File: config.mk
export PLATFORM = sky130hd
export DESIGN_NAME = multicycle_ctrl_flat
export DESIGN_NICKNAME = d
export VERILOG_FILES = /design/src/rtl/multicycle_ctrl_if.sv /design/src/rtl/multicycle_ctrl.sv /design/src/flat_wrapper.sv
export SDC_FILE = /design/constraint.sdc
export NUM_CORES = 1
export LEC_CHECK = 0
export CELL_PAD_IN_SITES_DETAIL_PLACEMENT = 2
export CELL_PAD_IN_SITES_GLOBAL_PLACEMENT = 2
export CORE_ASPECT_RATIO = 0.75
export CORE_MARGIN = 2
export CORE_UTILIZATION = 26
export DETAILED_ROUTE_END_ITERATION = 10
export PLACE_DENSITY_LB_ADDON = 0.1
export SYNTH_ARGS = -nofsm -noshare
export SYNTH_HDL_FRONTEND = slang
export SYNTH_SLANG_ARGS = --single-unit
File: constraint.sdc
create_clock -name clock -period 2.8 [get_ports clock]
set_clock_uncertainty 0.2 [all_clocks]
set_input_delay 0.7 -clock clock [delete_from_list [all_inputs] [get_ports clock]]
set_output_delay 0.7 -clock clock [all_outputs]
set_load 0.1 [all_outputs]
File: src/rtl/multicycle_ctrl_if.sv
// Instruction-fetch and data-memory handshake between the multicycle
// sequencer (master) and its memories (slave).
interface multicycle_ctrl_if;
  logic        imem_req;
  logic        imem_ready;
  logic [31:0] imem_rdata;
  logic        dmem_req;
  logic        dmem_ready;

  modport master (
    output imem_req, dmem_req,
    input  imem_ready, imem_rdata, dmem_ready
  );

  modport slave (
    input  imem_req, dmem_req,
    output imem_ready, imem_rdata, dmem_ready
  );
endinterface

File: src/rtl/multicycle_ctrl.sv
// Multicycle sequencer for the single-cycle datapath: fetch, decode, one
// commit cycle per instruction, retired counter, memory watchdog, trap.
module multicycle_ctrl #(
  parameter int CNT_W   = 32,
  parameter int TIMEOUT = 16
) (
  input  logic                clock,
  input  logic                reset,
  multicycle_ctrl_if.master   bus,
  output logic [31:0]         instr,
  output logic                regwrite,
  output logic                alusrcA,
  output logic                alusrcB,
  output logic                jump,
  output logic                memwrite,
  output logic                memread,
  output logic                memtoreg,
  output logic                selBranch,
  output logic [3:0]          alucontrol,
  output logic                pc_en,
  output logic [CNT_W-1:0]    instret,
  output logic                trap,
  output logic [1:0]          trap_cause,
  output logic [2:0]          state
);

  typedef enum logic [2:0] {
    IDLE   = 3'd0,
    FETCH  = 3'd1,
    DECODE = 3'd2,
    EXEC   = 3'd3,
    MEM    = 3'd4,
    TRAP   = 3'd5
  } state_t;

  typedef struct packed {
    logic       rw;
    logic       a;
    logic       b;
    logic       j;
    logic       mw;
    logic       mr;
    logic       mt;
    logic [3:0] alu;
    logic       sel;
  } ctrl_t;

  localparam int          WAIT_W    = (TIMEOUT > 0) ? $clog2(TIMEOUT + 1) : 1;
  localparam logic [31:0] TIMEOUT_U = TIMEOUT;

  state_t            st;
  ctrl_t             ctrl_q;
  ctrl_t             dec_ctrl;
  logic              dec_legal;
  logic              dec_mem;
  logic [WAIT_W-1:0] wait_cnt;
  logic              timeout_hit;
  logic              commit;

  logic [6:0] opcode;
  logic [2:0] funct3;
  logic [6:0] funct7;

  assign opcode = instr[6:0];
  assign funct3 = instr[14:12];
  assign funct7 = instr[31:25];

  // NOTE: every output of this block gets a default first, so no path can
  // leave one unassigned and infer a latch.
  always_comb begin
    dec_ctrl  = '0;
    dec_legal = 1'b1;
    dec_mem   = 1'b0;
    case (opcode)
      7'b0010011: begin
        if (funct3 == 3'b000) dec_ctrl = {7'b1110000, 4'b0010, 1'b0};
        else                  dec_legal = 1'b0;
      end
      7'b0110011: begin
        case ({funct7, funct3})
          {7'b0000000, 3'b000}: dec_ctrl = {7'b1100000, 4'b0010, 1'b0};
          {7'b0100000, 3'b000}: dec_ctrl = {7'b1100000, 4'b1010, 1'b0};
          {7'b0000000, 3'b010}: dec_ctrl = {7'b1100000, 4'b1011, 1'b0};
          default:              dec_legal = 1'b0;
        endcase
      end
      7'b1100011: begin
        if      (funct3 == 3'b000) dec_ctrl = {7'b0100000, 4'b1010, 1'b1};
        else if (funct3 == 3'b100) dec_ctrl = {7'b0100000, 4'b1011, 1'b1};
        else                       dec_legal = 1'b0;
      end
      7'b1101111: dec_ctrl = {7'b0011000, 4'b0010, 1'b0};
      7'b0000011: begin
        dec_mem = 1'b1;
        if (funct3 == 3'b010) dec_ctrl = {7'b1110011, 4'b0010, 1'b0};
        else                  dec_legal = 1'b0;
      end
      7'b0100011: begin
        dec_mem = 1'b1;
        if (funct3 == 3'b010) dec_ctrl = {7'b0110100, 4'b0010, 1'b0};
        else                  dec_legal = 1'b0;
      end
      default: dec_legal = 1'b0;
    endcase
  end

  // Counter value includes the current MEM cycle; a same-cycle ready still commits.
  assign timeout_hit = (TIMEOUT > 0) && ((32'(wait_cnt) + 32'd1) >= TIMEOUT_U);
  assign commit      = (st == EXEC) || ((st == MEM) && bus.dmem_ready);

  assign bus.imem_req = (st == FETCH);
  assign bus.dmem_req = (st == MEM);

  assign pc_en      = commit;
  assign regwrite   = commit & ctrl_q.rw;
  assign memwrite   = commit & ctrl_q.mw;
  assign alusrcA    = ctrl_q.a;
  assign alusrcB    = ctrl_q.b;
  assign jump       = ctrl_q.j;
  assign memread    = ctrl_q.mr;
  assign memtoreg   = ctrl_q.mt;
  assign alucontrol = ctrl_q.alu;
  assign selBranch  = ctrl_q.sel;
  assign state      = st;

  // NOTE: sequential state uses non-blocking assignments so every register
  // samples pre-edge values regardless of statement order.
  always_ff @(posedge clock) begin
    if (reset) begin
      st         <= IDLE;
      instr      <= '0;
      ctrl_q     <= '0;
      instret    <= '0;
      trap       <= 1'b0;
      trap_cause <= 2'b00;
      wait_cnt   <= '0;
    end else begin
      if (commit) instret <= instret + CNT_W'(1);
      case (st)
        IDLE: st <= FETCH;
        FETCH: begin
          if (bus.imem_ready) begin
            instr <= bus.imem_rdata;
            st    <= DECODE;
          end
        end
        DECODE: begin
          if (!dec_legal) begin
            ctrl_q     <= '0;
            trap       <= 1'b1;
            trap_cause <= 2'b01;
            st         <= TRAP;
          end else begin
            ctrl_q <= dec_ctrl;
            st     <= dec_mem ? MEM : EXEC;
          end
        end
        EXEC: begin
          ctrl_q <= '0;
          st     <= FETCH;
        end
        MEM: begin
          if (bus.dmem_ready) begin
            ctrl_q   <= '0;
            wait_cnt <= '0;
            st       <= FETCH;
          end else if (timeout_hit) begin
            ctrl_q     <= '0;
            wait_cnt   <= '0;
            trap       <= 1'b1;
            trap_cause <= 2'b10;
            st         <= TRAP;
          end else begin
            wait_cnt <= wait_cnt + WAIT_W'(1);
          end
        end
        TRAP: st <= TRAP;
        default: st <= IDLE;
      endcase
    end
  end

endmodule
File: src/flat_wrapper.sv
// flat-port wrapper written by rule: the top's interface ports become plain ports
module multicycle_ctrl_flat 
#(
  parameter int CNT_W   = 32,
  parameter int TIMEOUT = 16
)
  (clock, reset, instr, regwrite, alusrcA, alusrcB, jump, memwrite, memread, memtoreg, selBranch, alucontrol, pc_en, instret, trap, trap_cause, state, bus_imem_req, bus_dmem_req, bus_imem_ready, bus_imem_rdata, bus_dmem_ready);
  multicycle_ctrl_if bus_i ();
  input  logic clock;
  input  logic reset;
  output logic [31:0] instr;
  output logic regwrite;
  output logic alusrcA;
  output logic alusrcB;
  output logic jump;
  output logic memwrite;
  output logic memread;
  output logic memtoreg;
  output logic selBranch;
  output logic [3:0] alucontrol;
  output logic pc_en;
  output logic [CNT_W-1:0] instret;
  output logic trap;
  output logic [1:0] trap_cause;
  output logic [2:0] state;
  output wire logic [$bits(bus_i.imem_req)-1:0] bus_imem_req;
  output wire logic [$bits(bus_i.dmem_req)-1:0] bus_dmem_req;
  input wire logic [$bits(bus_i.imem_ready)-1:0] bus_imem_ready;
  input wire logic [$bits(bus_i.imem_rdata)-1:0] bus_imem_rdata;
  input wire logic [$bits(bus_i.dmem_ready)-1:0] bus_dmem_ready;
  assign bus_imem_req = bus_i.imem_req;
  assign bus_dmem_req = bus_i.dmem_req;
  assign bus_i.imem_ready = bus_imem_ready;
  assign bus_i.imem_rdata = bus_imem_rdata;
  assign bus_i.dmem_ready = bus_dmem_ready;
  multicycle_ctrl #(.CNT_W(CNT_W), .TIMEOUT(TIMEOUT)) u_core (.clock(clock), .reset(reset), .bus(bus_i), .instr(instr), .regwrite(regwrite), .alusrcA(alusrcA), .alusrcB(alusrcB), .jump(jump), .memwrite(memwrite), .memread(memread), .memtoreg(memtoreg), .selBranch(selBranch), .alucontrol(alucontrol), .pc_en(pc_en), .instret(instret), .trap(trap), .trap_cause(trap_cause), .state(state));
endmodule
# Word level (Yosys, flattened, before mapping)
# Cells that the tools add are included.
dict set report totals {
  reg_bits 87
  wordCells 89
}
dict set report classes {
  order_cmp 1
  muxes 34
  n_addsub 3
  n_eq_ne 20
  n_bitwise 2
  n_reduce_logical 14
}
# operator n
set ops {}
lappend ops {{2-to-1 mux 12 bit} 6}
lappend ops {{case mux 12 bit (3 select lines)} 2}
lappend ops {{case mux 12 bit (6 select lines)} 1}
lappend ops {{adder 32 x 1 -> 32 bit (second input constant)} 1}
lappend ops {{>= comparator 32 x 5 -> 1 bit (second input constant)} 1}
lappend ops {{2-to-1 mux 11 bit} 2}
lappend ops {{2-to-1 mux 3 bit} 5}
lappend ops {{case mux 3 bit (5 select lines)} 1}
lappend ops {{== test 7 x 6 -> 1 bit (second input constant)} 2}
lappend ops {{== test 7 bit (second input constant)} 2}
lappend ops {{== test 10 x 2 -> 1 bit (second input constant)} 1}
lappend ops {{== test 10 x 9 -> 1 bit (second input constant)} 1}
lappend ops {{logical NOT 10 bit} 1}
lappend ops {{2-to-1 mux 5 bit} 2}
lappend ops {{== test 3 x 2 -> 1 bit (second input constant)} 3}
lappend ops {{== test 3 bit (second input constant)} 3}
lappend ops {{2-to-1 mux 1 bit} 9}
lappend ops {{== test 7 x 2 -> 1 bit (second input constant)} 1}
lappend ops {{== test 7 x 5 -> 1 bit (second input constant)} 1}
lappend ops {{adder 5 x 1 -> 6 bit (second input constant)} 1}
lappend ops {{logical NOT 3 bit} 2}
lappend ops {{2-to-1 mux 2 bit} 3}
lappend ops {{AND reduction 2 bit} 3}
lappend ops {{adder 5 x 1 -> 5 bit (second input constant)} 1}
lappend ops {{other kinds (15)} 19}

# Longest topological paths before layout
dict set report depth {
  ltp_word 6
  ltp_mapped 8
  ltp_nobuf 6
}

# Worst setup path before layout
# OpenSTA, ideal clock, no wires.
dict set report synth_timing {
  path_type {register to register}
  start {register u_core.st[0] (netlist: u_core.state[0])}
  end {register u_core.instr[5]}
  path_stages_with_launch 7
  required_time_ns 2.468
  path_slack_ns -1.961
  period_less_slack_ns 4.761
  setup_ns 0.132
  arrival_ns 4.429
  cell_sequence {dfxtp_1 > buf_2 > nor3b_1 > nand2_1 > clkbuf_1 > nand2_1 > a21oi_1}
}
dict set report synth_via {
  elab_chain_cells 2
}
# element line_no
set synth_lines {}
lappend synth_lines {{start, declared} multicycle_ctrl.sv:51} ;# state_t st;
lappend synth_lines {{start signal, assigned} multicycle_ctrl.sv:155} ;# st <= dec_mem ? MEM : EXEC;
lappend synth_lines {{== test 3 x 1 -> 1 bit} n/a}
lappend synth_lines {{via bus_imem_req} flat_wrapper.sv:26} ;# output wire logic [$bits(bus_i.imem_req)-1:0] bus_imem_req;
lappend synth_lines {{AND reduction 2 bit (no line)} n/a}
lappend synth_lines {{end signal, assigned} multicycle_ctrl.sv:143} ;# instr <= bus.imem_rdata;
lappend synth_lines {{end, declared} multicycle_ctrl.sv:10} ;# output logic [31:0] instr,
# The timed path passes the listed nets, and every way through them passes these cells.
# A chain may end at the register's enable or synchronous reset.

# Final worst setup path
dict set report layout_timing {
  start {register u_core.st[2] (netlist: u_core.state[2])}
  end {output port bus_dmem_req}
}
dict set report layout_via {
  elab_chain_cells 1
}
# element line_no
set layout_lines {}
lappend layout_lines {{== test 3 bit} multicycle_ctrl.sv:112} ;# assign bus.dmem_req = (st == MEM);
lappend layout_lines {{end, declared} flat_wrapper.sv:27} ;# output wire logic [$bits(bus_i.dmem_req)-1:0] bus_dmem_req;
# No other way between the ends.

==> flow_metrics.env <==
export IMPL_vias=3679
export IMPL_h_tree_depth=3
export IMPL_hold_start="u_core.instr[15]"
export IMPL_synthesis_instances=449
export IMPL_grt_max_degree=36
export IMPL_nets=608
export IMPL_synth_seq_cells=85
export IMPL_final_area_um2=5350
export IMPL_tightestPinTransition_ns=0.749
export IMPL_grt_pass1_wl_mm=20.7
export IMPL_drcViolationCount=0
export IMPL_worstSkewPairLatency_ns=0.35
export IMPL_fp_dieH_um=108
export IMPL_cts_tree="done"
export IMPL_dpl_cell_area_um2=5060
export IMPL_hold_viol_final=0
export IMPL_diodes=0
export IMPL_ir_drop_mv=0.280
export IMPL_r2r_cells=5
export IMPL_finalSetupTns_ns=0
export IMPL_worstSetupStartpointType="flip-flop"
export IMPL_cp_end_kind="output pin"
export IMPL_final_common_cell="buf_4"
export IMPL_holdBufCountCts=0
export IMPL_ctsRootBufferMaster="clkbuf_16"
export IMPL_numCtsBuffers=9
export IMPL_die_x_um=143
export IMPL_grt_use_total=0.173
export IMPL_overflow=0
export IMPL_slew_violations=0
export IMPL_synth_area_per_cell_um2=8.37
export IMPL_setup_viol=0
export IMPL_period_share=0.917
export IMPL_antenna_found_initial=0
export IMPL_reg2reg_to="u_core.state[0]"
export IMPL_async_flop_share=0
export IMPL_hold_path_depth=2
export IMPL_cap_violations=0
export IMPL_clock_path_buffers=2
export IMPL_timing_final_ws_setup_ns=0.231
export IMPL_postRouteAntennaNets=0
export IMPL_path_clk_slew_ns=0.06
export IMPL_ys_warnings_count=0
export IMPL_wl_per_cell_um=16.6
export IMPL_grt_pass1_vias=3782
export IMPL_rows=38
export IMPL_start_util=0.263
export IMPL_dieArea_um2=15400
export IMPL_ios=121
export IMPL_viasPerCell=4.76
export IMPL_drive_above_1_share=0.236
export IMPL_place_ws_ns=-0.0116
export IMPL_io_buffers=119
export IMPL_synthesis_area_um2=3760
export IMPL_syn_nets=487
export IMPL_status="completed"
export IMPL_syn_to_final_growth_pct=42.4
export IMPL_ys_seq_area_frac=0.453
export IMPL_critical_path_max_fanout=10
export IMPL_wl_mm=12.8
export IMPL_powerDensity_nw_per_um2=539
export IMPL_crit_reg2reg_launch="u_core.instr[4]"
export IMPL_max_freq_mhz=389
export IMPL_min_to="u_core.instr[15]"
export IMPL_hold_path_class="reg2reg"
export IMPL_drt_iter0_markers=149
export IMPL_synth_ff_type="dfxtp_1"
export IMPL_power_total_mw=2.89
export IMPL_place_congestion=0.782
export IMPL_synthDistinctLibCells=60
export IMPL_dpl_hpwl_mm=9.49
export IMPL_layout_common_cells="99 x buf_4, 83 x nand2_1, 82 x dfxtp_1"
export IMPL_synth_edff_count=0
export IMPL_slew_headroom=0.496
export IMPL_rrSetupSlack_ns=0.49
export IMPL_critPathKind="reg2out"
export IMPL_rsz0062_at_grt="no"
export IMPL_core_area_um2=14300
export IMPL_worstPathArrival_ns=1.67
export IMPL_p_leak_nw=2.13
export IMPL_dr_pass1_iters=4
export IMPL_clock_sinks=85
export IMPL_required_ns=1.90
export IMPL_layout_min_cycle_time_ns=2.57
## worst max-delay path by stage
stage,startpoint,to,slack [ns],cells after the start
floorplan,u_core.state[1],memwrite,0.09,3
global route,u_core.state[1],regwrite,0.17,4
finish,u_core.state[2],bus_dmem_req,0.23,3
global placement,bus_dmem_ready,u_core.instret[26],-0.008,8
CTS,bus_dmem_ready,regwrite,0.003,5
detailed placement,bus_dmem_ready,u_core.instret[26],-0.01,8
## worst max-delay path: stages (launching register included)
cell     delay (ns)
dfxtp_4        0.41
or3b_1         0.53
inv_2          0.19
buf_12         0.19
## flip-flops by register name, summed over array words and instances (netlist names)
register	count
u_core.wait_cnt	5
u_core.selBranch	1
u_core.ctrl_q	2
u_core.alusrcA	1
u_core.instret	32
u_core.alucontrol	3
u_core.trap	1
u_core.instr	32
u_core.memtoreg	1
u_core.alusrcB	1
u_core.state	3
u_core.trap_cause	2
u_core.jump	1
## where the power goes
group / internal, mW / switching, mW
clock network: 0.669 / 0.489
logic: 0.129 / 0.329
registers: 1.24 / 0.0334
## kinds of logic after synthesis
logic type / Yosys count / share of synthesized area
AOI/OAI and AO/OA: 78 / 0.136
xor gates and xnor gates: 32 / 0.0746
adders and majority gates: 2 / 0.00666
buffers and inverters: 33 / 0.0413
DFF: 85 / 0.453
muxes: 1 / 0.00266
other: 1 / 0.000998
and+or+nand+nor: 217 / 0.285
## synthesized netlist by cell type, types with 5 or more instances
cell	number	area (um^2)
a21oi_1	39	195
clkbuf_1	14	52.6
nand2_1	84	315
xor2_1	27	236
and2_1	7	43.8
o21ai_0	5	25.0
nand3_1	14	70.1
nand4_1	19	119
xnor2_1	5	43.8
buf_4	6	45.0
and3_1	5	31.3
nor4_1	5	31.3
dfxtp_1	85	1700
nor2_1	47	176
buf_2	7	35.0
## through the flow
stage	instances	util	hold slack, ns
floorplan	449	-	0.227
global placement	757	0.353	0.242
detailed placement	757	0.353	0.253
CTS	772	0.373	0.263
global route	773	0.374	0.297
finish	773	0.374	0.259
## repair_timing
action / CTS / global route
endpoints found under the setup margin: 2 / 3
setup buffers: 1 / 1
pin swaps: 1 / 1
resized for setup: 0 / 1
## layout make-up
type	instances	area, um^2
clock buffer	13	272
clock inverter	1	5.00
fill	1606	8960
timing repair buffer	138	1170
tap	200	250
sequential	85	1710
inverter	5	18.8
multi-input combinational	331	1930
## routing by layer
layer	track usage	up-vias	part of all wire
met5	0	-	0
met4	0.0446	0	0.011
met3	0.0576	10	0.061
met2	0.262	74	0.44
met1	0.236	1796	0.49
li1	-	1799	-
Power figures use the tool's default switching activity.
